**src/rtl/io_bus_master.sv**
```systemverilog
// io_bus_master: single-word load/store initiator for the memory-mapped I/O bus,
// with a rising-edge interrupt detector feeding an explicitly cleared pending flag.
module io_bus_master #(
  parameter int unsigned AW          = 32,
  parameter int unsigned DW          = 32,
  parameter int unsigned BEW         = 4,
  parameter int unsigned WAIT_CYCLES = 1
) (
  input  logic           clk,
  input  logic           rst_n,
  input  logic           cpu_req,
  input  logic           cpu_we,
  input  logic [0:AW-1]  cpu_addr,
  input  logic [0:BEW-1] cpu_be,
  input  logic [0:DW-1]  cpu_wdata,
  output logic           cpu_ack,
  output logic [0:DW-1]  cpu_rdata,
  output logic           cpu_busy,
  output logic [0:AW-1]  io_addr,
  output logic           io_wr,
  output logic [0:BEW-1] io_be,
  output logic [0:DW-1]  io_din,
  input  logic [0:DW-1]  io_dout,
  input  logic           io_hw_int,
  input  logic           int_ack,
  output logic           int_pend
);

  localparam int unsigned      CNT_W     = 4;
  localparam logic [CNT_W-1:0] WAIT_INIT = CNT_W'(WAIT_CYCLES);

  localparam logic [1:0] S_IDLE  = 2'd0;
  localparam logic [1:0] S_SETUP = 2'd1;
  localparam logic [1:0] S_WAIT  = 2'd2;
  localparam logic [1:0] S_DONE  = 2'd3;

  logic [1:0]       r_state;
  logic [1:0]       w_next_state;
  logic [CNT_W-1:0] r_cnt;
  logic [CNT_W-1:0] w_cnt_next;
  logic             w_accept;
  logic             w_capture;

  logic             r_we;
  logic             r_cpu_ack;
  logic             r_cpu_busy;
  logic [0:DW-1]    r_cpu_rdata;
  logic [0:AW-1]    r_io_addr;
  logic             r_io_wr;
  logic [0:BEW-1]   r_io_be;
  logic [0:DW-1]    r_io_din;

  logic             r_int_q;
  logic             r_int_pend;
  logic             w_int_rise;

  // Next-state, settle counter and read-capture decision.
  always_comb begin
    w_next_state = r_state;
    w_cnt_next   = r_cnt;
    w_accept     = 1'b0;
    w_capture    = 1'b0;
    case (r_state)
      S_IDLE: begin
        if (cpu_req) begin
          w_accept     = 1'b1;
          w_next_state = S_SETUP;
        end
      end
      S_SETUP: begin
        if (r_we) begin
          w_next_state = S_DONE;
        end else if (WAIT_INIT == '0) begin
          w_capture    = 1'b1;
          w_next_state = S_DONE;
        end else begin
          w_cnt_next   = WAIT_INIT;
          w_next_state = S_WAIT;
        end
      end
      S_WAIT: begin
        w_cnt_next = r_cnt - CNT_W'(1);
        if (r_cnt == CNT_W'(1)) begin
          w_capture    = 1'b1;
          w_next_state = S_DONE;
        end
      end
      S_DONE: begin
        w_next_state = S_IDLE;
      end
      default: begin
        w_next_state = S_IDLE;
      end
    endcase
  end

  always_ff @(posedge clk) begin
    if (!rst_n) begin
      r_state <= S_IDLE;
      r_cnt   <= '0;
    end else begin
      r_state <= w_next_state;
      r_cnt   <= w_cnt_next;
    end
  end

  // Bus-side registers: request fields stay on the bus until the next accept.
  always_ff @(posedge clk) begin
    if (!rst_n) begin
      r_we        <= 1'b0;
      r_cpu_ack   <= 1'b0;
      r_cpu_busy  <= 1'b0;
      r_cpu_rdata <= '0;
      r_io_addr   <= '0;
      r_io_wr     <= 1'b0;
      r_io_be     <= '0;
      r_io_din    <= '0;
    end else begin
      r_cpu_ack  <= (w_next_state == S_DONE);
      r_cpu_busy <= (w_next_state != S_IDLE);
      r_io_wr    <= w_accept & cpu_we;
      if (w_accept) begin
        r_we      <= cpu_we;
        r_io_addr <= cpu_addr;
        r_io_be   <= cpu_be;
        r_io_din  <= cpu_wdata;
      end
      if (w_capture) begin
        r_cpu_rdata <= io_dout;
      end
    end
  end

  assign w_int_rise = io_hw_int & ~r_int_q;

  // Pending flag: a fresh rising edge beats a simultaneous acknowledge.
  always_ff @(posedge clk) begin
    if (!rst_n) begin
      r_int_q    <= 1'b0;
      r_int_pend <= 1'b0;
    end else begin
      r_int_q <= io_hw_int;
      if (w_int_rise) begin
        r_int_pend <= 1'b1;
      end else if (int_ack) begin
        r_int_pend <= 1'b0;
      end
    end
  end

  assign cpu_ack   = r_cpu_ack;
  assign cpu_busy  = r_cpu_busy;
  assign cpu_rdata = r_cpu_rdata;
  assign io_addr   = r_io_addr;
  assign io_wr     = r_io_wr;
  assign io_be     = r_io_be;
  assign io_din    = r_io_din;
  assign int_pend  = r_int_pend;

endmodule

```
**config.mk**
```make
export PLATFORM = sky130hd
export DESIGN_NAME = io_bus_master
export DESIGN_NICKNAME = d
export VERILOG_FILES = /design/src/rtl/io_bus_master.sv
export SDC_FILE = /design/constraint.sdc
export NUM_CORES = 1
export LEC_CHECK = 0
export BUFFER_PORTS_ARGS = -buffer_cell sky130_fd_sc_hd__buf_2
export CORE_ASPECT_RATIO = 0.9
export CORE_MARGIN = 2
export CORE_UTILIZATION = 47
export CTS_BUF_LIST = sky130_fd_sc_hd__clkbuf_4
export DETAILED_ROUTE_END_ITERATION = 10
export GPL_ROUTABILITY_DRIVEN = 0
export PLACE_DENSITY = 0.82
export SETUP_SLACK_MARGIN = 0.02
export SYNTH_ARGS = -nofsm -noshare
export SYNTH_HDL_FRONTEND = slang
export SYNTH_SLANG_ARGS = --single-unit
```
**constraint.sdc**
```tcl
create_clock -name clk -period 1.7 [get_ports clk]
set_input_delay 0.51 -clock clk [delete_from_list [all_inputs] [get_ports clk]]
set_output_delay 0.51 -clock clk [all_outputs]
set_load 0.02 [all_outputs]
```
---- Yosys cells after proc, flatten, opt, wreduce, memory -nomap -nowiden ----
Index checks and enable logic that the tools add are counted.
word-level totals
  ROM bits ................................ 0
  memories ................................ 0
  bits in latches ......................... 0
  bits in writable memories ............... 0
  output and inout port bits .............. 104
  logic and storage cells ................. 39
  register bits after elaboration ......... 112
operators by class
  muxes and demuxes ....................... 12
  $add $sub $neg .......................... 1
  divide/modulo/power cells ............... 0
  bitwise logic cells ..................... 3
  reductions and logical operators ........ 5
  $lt $le $gt $ge ......................... 0
  shift-type cells ........................ 0
  multipliers ............................. 0
  eq/ne operators ......................... 6
operator list
  operator               count
  $pmux W2 S4            1
  $pmux W4 S2            1
  $mux W1                7
  $eq A2 B2 Y1 const B   3
  $reduce_bool A2 Y1     3
  $eq A4 B1 Y1 const B   1
  $mux W2                2
  $mux W4                1
  $sub A4 B1 Y4 const B  1
  $and A1 B1 Y1          2
  $eq A2 B1 Y1 const B   1
  $logic_not A2 Y1       1
  $ne A2 B2 Y1 const B   1
  $reduce_and A2 Y1      1
  $not A1 Y1             1

---- Depth between registers and ports, before layout ----
Gate-level depths: netlist of the first run.
  depth after elaboration ................. 4
  mapped depth ............................ 8

---- Least setup slack after synthesis of the first run ----
Ideal clock, no wire load.
  path type ............................... reg-to-reg
  start point ............................. register r_state[0]
  end point ............................... register r_cpu_rdata (netlist bit cpu_rdata[13])
  stages on the path, launching flop included .. 9
  arrival ................................. 1.322 ns
  period minus slack after synthesis ...... 1.465 ns
  path buffers ............................ 3
  slack ................................... 0.235 ns
  required time ........................... 1.557 ns
  path through ............................ dfxtp_1 inv_1 ha_1 buf_6 and4bb_1 buf_4 buf_4 nand2_1 a21oi_2
between the ends
  cells in the longest elaborated chain, start to end .. 2
ends and longest elaborated chain
  what                    RTL line  source
  start, declared         37        logic [1:0] r_state;
  start signal, assigned  102       r_state <= w_next_state;
  $eq A2 B2 Y1            63        case (r_state)
  $mux W1                 63
  end signal, assigned    129       r_cpu_rdata <= io_dout;
  end, declared           47        logic [0:DW-1] r_cpu_rdata;
No other way between the ends.
A chain may end at the register's enable or synchronous reset.

---- Worst setup path after layout of the first run ----
  start point ............................. register r_state[0]
  end point ............................... register r_cpu_rdata (netlist bit cpu_rdata[16])
Same word-level chain as after synthesis.

==> results of run 1 <==
metrics by stage:
step                instances  util (%)  setup slack, ps  cell area, um^2
finish                    815      63.5              161             5440
global route              815      63.5             30.6             5440
CTS                       815      63.2             28.5             5420
detailed placement        799      61.5             8.79             5270
global placement          799      61.5              143             5270
floorplan                 498         -              235             4150
kinds of logic after synthesis:
logic type,synth area share (%)
AND/OR/NAND/NOR,22.1
adder cells (fa/ha/maj),1.81
AO/OA/AOI/OAI,16.9
flip-flops,54.1
buffers and inverters,5.07
cell type report:
cell class / count / area share [%]
multi-input cells: 345 / 31.5
inverters: 5 / 0.391
repair buffers: 218 / 21.5
well taps: 119 / 2.74
clock buffers: 9 / 1.24
clock inverters: 7 / 1.31
flip-flops and latches: 112 / 41.2
cell usage in the layout, fill, tap and decap left out, types with 4 or more instances in the layout:
master    count
nand2_1     205
clkbuf_4      9
buf_4         4
buf_2       209
ha_1          5
dfxtp_1     112
a21oi_2      30
and2_1        4
a21oi_1      75
inv_1         4
buf_12        4
state kept, by name, indices dropped and copies added, names as in the netlist, 2 cells and up:
signal,count
io_din,32
io_addr,32
io_be,4
r_cnt,4
r_state,2
cpu_rdata,32
layer usage:
metal	track usage [%]	vias to the layer above	wire length [um]
li1	-	1987	-
met1	23.7	1803	4500
met2	38.5	128	5290
met3	5.68	13	717
met4	7.57	0	130
met5	0	-	0
cell usage after synthesis, types with 2 or more instances:
cell type	n
nand2_1	206
dfxtp_1	112
a21oi_1	75
a21oi_2	30
buf_2	24
ha_1	6
and2_1	5
buf_1	5
buf_4	5
inv_1	4
nand2b_1	2
nand3_1	2
nor2_1	2
nor2b_1	2
o211ai_1	2
power by group through the flow:
stage                     clock network, uW  registers, uW  logic (uW)
after floorplan                           0           3890        1090
after global placement                    0           3370        2350
after detailed placement                  0           3390        2420
after CTS                              1340           3340        2430
after global routing                   1450           3390        2680
final                                  1310           3340        2440
worst min-delay path by stage:
stage                        to  slack, ps  cells after the start
global placement     io_din[15]        440                      2
finish              io_addr[15]        270                      3
global route         io_din[28]        230                      3
floorplan                  r_we        440                      2
CTS                  io_addr[1]        240                      3
detailed placement  io_addr[25]        440                      2
worst min-delay path: cells and delay by family:
| family | cells | cell delay, ps |
|---|---|---|
| AOI/OAI and AO/OA | 1 | 50 |
| buffers and inverters | 1 | 100 |
| and+or+nand+nor | 1 | 40 |
timing repair:
| action | 4_1_cts | 5_1_grt |
|---|---|---|
| hold endpoints to repair | 0 | 0 |
| endpoints found under the setup margin | 32 | 33 |
| cloned | 0 | 0 |
| hold buffers | 0 | 0 |
| resized for setup | 1 | 3 |
==> impl_metrics.ini, run 1 <==
[status]
status = finished, final reports clean

[clocking]
cts_root_buffer = clkbuf_4
clk_pin_slew_worst_paths_ps = 170
cts_setup_buffers = 0
cts_sinks = 112
clock_path_buffers = 2
h-tree-depth = 3
cts_tree = done
clkLatencyLatePin_ps = 450
cts_buffers = 9

[layout]
layout.nets = 803
drive_gt1_share_pct = 38.5
multi_input_area_um2 = 1720
diodes = 0
ff_latch_area_um2 = 2240
syn2layout_area_growth_pct = 31.2
nFillCells = 749

[power_and_ir_drop]
pwr-share-seq_pct = 47.1
power_switching_uw = 2660
ir_drop_mv = 0.753
clockPowerShare_pct = 18.4
p_int_uw = 4430
power_frac_comb_pct = 34.5
finalPower_uw = 7090
switching_share_pct = 37.5
p_per_area_nw_per_um2 = 1300
p_leak_uw = 0.00248

[drt]
via_per_inst = 4.82
drc = 0
drtIter0Drc = 111
first_pass_iters = 4
drtAntennaViolNets = 0
route.vias.total = 3931
wl_per_cell_um = 13.1
wl_mm = 10.6

[grt]
grt_usage_pct = 21.3
grt_pass1_wl_mm = 16.1
grt_antenna_before_repair = 0
grt-ovfl-total = 0
grt_max_degree = 71
grt_pass1_vias = 3654

[critical_path]
r2r_end = cpu_rdata[16]
cp_slowest_cell = dfxtp_1
r2r_start = r_state[0]
regToRegSetupSlack_ps = 160
path_buf_inv = 2
cp-endpoint = cpu_rdata[16]
reg2reg_depth = 6
worstSetupEndpointType = flip-flop
crit_type = flip-flop to flip-flop
cp.required_ps = 2090
crit_path_cell_trace = inv_1 -> ha_2 -> and4bb_1 -> buf_4 -> nand2_1 -> a21oi_2
startpoint = r_state[0]
cp_max_fo = 18
slowest_delay_ps = 370
cp_top_family = flip-flops
cp-start-kind = flip-flop
cp.arrival_ps = 1930
path_depth = 6

[sta]
setup_tns_ps = 0
period_share_pct = 90.5
finClkSkew_ps = 16.1
maxSlewHeadroom_pct = 77.9
hold_viol_final = 0
setup_viol = 0
rsz0062_at_grt = no
tightest_slew_ps = 330
hold_ws_ps = 268
max_freq_mhz = 650
slew_viol_final = 0
min_period_ps = 1540

[yosys]
yosys.area.top_type = dfxtp_1
yosysSeqAreaShare_pct = 54.1
synthArstFlopShare_pct = 0
synth.avg_cell_area_um2 = 8.32
ys_types = 31
synth_nets = 610
ys_dominant_reg_cell = dfxtp_1
ys_seq_elements = 112
synth.area.top_cells = dfxtp_1 54%, nand2_1 19%, a21oi_1 9.1%, a21oi_2 6.3%, buf_2 2.9%
yosysTopAreaCellShare_pct = 54.1
syn_inst = 498
syn_area_um2 = 4150
ys_warn_count = 0
synth-edff-count = 0

[floorplan]
core.rowCount = 32
die_x_um = 103
ios = 210
initial_core_util_pct = 48.4
die_area_um2 = 9590
die_h_um = 93.1
fp.coreArea_um2 = 8570

[hold_path]
hp-start = cpu_addr[15]
hold_class = input port to flip-flop

[run]
cap_violations = 0

[place]
detailed_place_hpwl_mm = 7.66
numPortBuffers = 209
(Power assumes the default switching activity.)
==> run 2: changes to the inputs <==
--- a/config.mk
+++ b/config.mk
@@ -13,6 +13,7 @@
 export DETAILED_ROUTE_END_ITERATION = 10
 export GPL_ROUTABILITY_DRIVEN = 0
 export PLACE_DENSITY = 0.82
+export REMOVE_ABC_BUFFERS = 1
 export SETUP_SLACK_MARGIN = 0.02
 export SYNTH_ARGS = -nofsm -noshare
 export SYNTH_HDL_FRONTEND = slang
==> run 2 against run 1 <==
  * Clock skew is 5.7 ps higher
  * Sequential cell count did not move
  * Sequential power is essentially flat
  * Sequential share of layout area is 0.10 points higher
  * Non-clock buffer count unchanged
  * Clock power is essentially flat
  * Count of clock-buffer cells in the layout stayed put
  * Setup slack better by 9.2 ps
  * Critical path depth is the same
  * Critical path type unchanged
  * Critical endpoint is now cpu_rdata[0]
  * Largest cell class unchanged
  * Highest routed layer unchanged
==> impl_metrics.ini, run 2 (synthesis results as in run 1) <==
[status]
status = finished, final reports clean

[power_and_ir_drop]
switching_share_pct = 37.3
power_frac_comb_pct = 34.1
p_per_area_nw_per_um2 = 1300
pwr-share-seq_pct = 47.5
finalPower_uw = 7050
ir_drop_mv = 0.570
p_int_uw = 4420
power_switching_uw = 2630
p_leak_uw = 0.00248
clockPowerShare_pct = 18.4

[drt]
via_per_inst = 4.89
route.vias.total = 3982
drtAntennaViolNets = 0
wl_mm = 10.4
drtIter0Drc = 145
first_pass_iters = 4
drc = 0
wl_per_cell_um = 12.8

[sta]
tightest_slew_ps = 361
setup_ws_ps = 170
setup_tns_ps = 0
setup_viol = 0
finClkSkew_ps = 21.8
period_share_pct = 90.0
maxSlewHeadroom_pct = 75.9
slew_viol_final = 0
rsz0062_at_grt = no
max_freq_mhz = 654
hold_viol_final = 0
min_period_ps = 1530

[grt]
grt_pass1_wl_mm = 16.1
grt_usage_pct = 21.2
grt_antenna_before_repair = 0
grt_max_degree = 56
grt-ovfl-total = 0
grt_pass1_vias = 3712

[clocking]
cts_setup_buffers = 0
h-tree-depth = 3
cts_buffers = 9
cts_hold_buffers = 0
clk_pin_slew_worst_paths_ps = 180
clkLatencyLatePin_ps = 460
cts_tree = done
cts_root_buffer = clkbuf_4
clock_path_buffers = 2
cts_sinks = 112

[critical_path]
crit_path_cell_trace = inv_1 -> ha_2 -> nand4bb_1 -> buf_12 -> nand2_1 -> a21oi_2
crit_type = flip-flop to flip-flop
reg2reg_depth = 6
cp_max_fo = 32
slowest_delay_ps = 370
cp-start-kind = flip-flop
worstSetupEndpointType = flip-flop
cp.arrival_ps = 1870
cp.required_ps = 2040
cp_slowest_cell = dfxtp_1

[place]
place_ws_ps = 113
numPortBuffers = 209
detailed_place_hpwl_mm = 7.75

[layout]
layout.nets = 803
final_cell_mix = 209 x buf_2, 205 x nand2_1, 112 x dfxtp_1
syn2layout_area_growth_pct = 30.8
drive_gt1_share_pct = 38.2
layout_commonest_cell = buf_2
diodes = 0
nFillCells = 758

[floorplan]
fp.coreArea_um2 = 8570
die_h_um = 93.1
initial_core_util_pct = 48.4
die_x_um = 103
die_area_um2 = 9590
core.rowCount = 32
ios = 210

[run]
cap_violations = 0

[hold_path]
hold_class = input port to flip-flop
hold_depth = 3
==> run 2: cell types whose count changed in the layout (fill, tap and decap cells not counted), sizes merged <==
| cell | delta |
|---|---|
| clkinv | +1 |
| clkinvlp | -1 |
==> run 2: area by class of cell <==
type	instances	area (um^2)	area share, %
Timing Repair Buffer	218	1180	21.7
Inverter	5	20.0	0.369
Sequential cell	112	2240	41.3
Clock inverter	7	70.1	1.29
Multi-Input combinational cell	345	1700	31.3
Tap cell	119	149	2.75
Clock buffer	9	67.6	1.25
==> run 2: worst max-delay path, delay by kind of cell (launching register included) <==
family / cells / cell delay (ps)
AOI/OAI and AO/OA: 1 / 60
adders and majority gates: 1 / 270
buffers and inverters: 2 / 370
DFF: 1 / 370
and+or+nand+nor: 2 / 360
==> run 2: worst paths after layout <==
path / start / end / slack (ps)
hold reg to reg: io_addr[26] / io_addr[26] / 460
setup / recovery: r_state[0] / cpu_rdata[0] / 170
hold / removal: cpu_wdata[22] / io_din[22] / 260
setup reg to reg: r_state[0] / cpu_rdata[0] / 170
==> run 2: power groups by stage <==
stage                     clock [uW]  sequential (uW)  combinational (uW)
final                           1300             3350                2400
after global routing            1450             3400                2650
after CTS                       1340             3350                2420
after detailed placement           0             3400                2410
after global placement             0             3380                2340
after floorplan                    0             3890                 971
==> run 2: repair_timing <==
| item | CTS | global route |
|---|---|---|
| hold endpoints to repair | 0 | 0 |
| gates resized for setup | 0 | 1 |
| endpoints found under the setup margin | 0 | 34 |
==> run 2: metal layers <==
| metal | vias up | track usage, % | routed length (um) |
|---|---|---|---|
| met5 | - | 0 | 0 |
| met4 | 0 | 9.43 | 231 |
| met3 | 22 | 6.65 | 942 |
| met2 | 170 | 36.0 | 4850 |
| met1 | 1806 | 24.3 | 4400 |
| li1 | 1984 | - | - |
==> run 2: through the flow <==
stage | utilization, % | instance area (um^2) | instances | hold slack (ps)
after floorplan | - | 3950 | 462 | 445
after global placement | 61.7 | 5280 | 799 | 438
after detailed placement | 61.7 | 5280 | 799 | 443
after CTS | 63.3 | 5420 | 815 | 235
after global routing | 63.3 | 5420 | 815 | 233
final | 63.3 | 5420 | 815 | 261
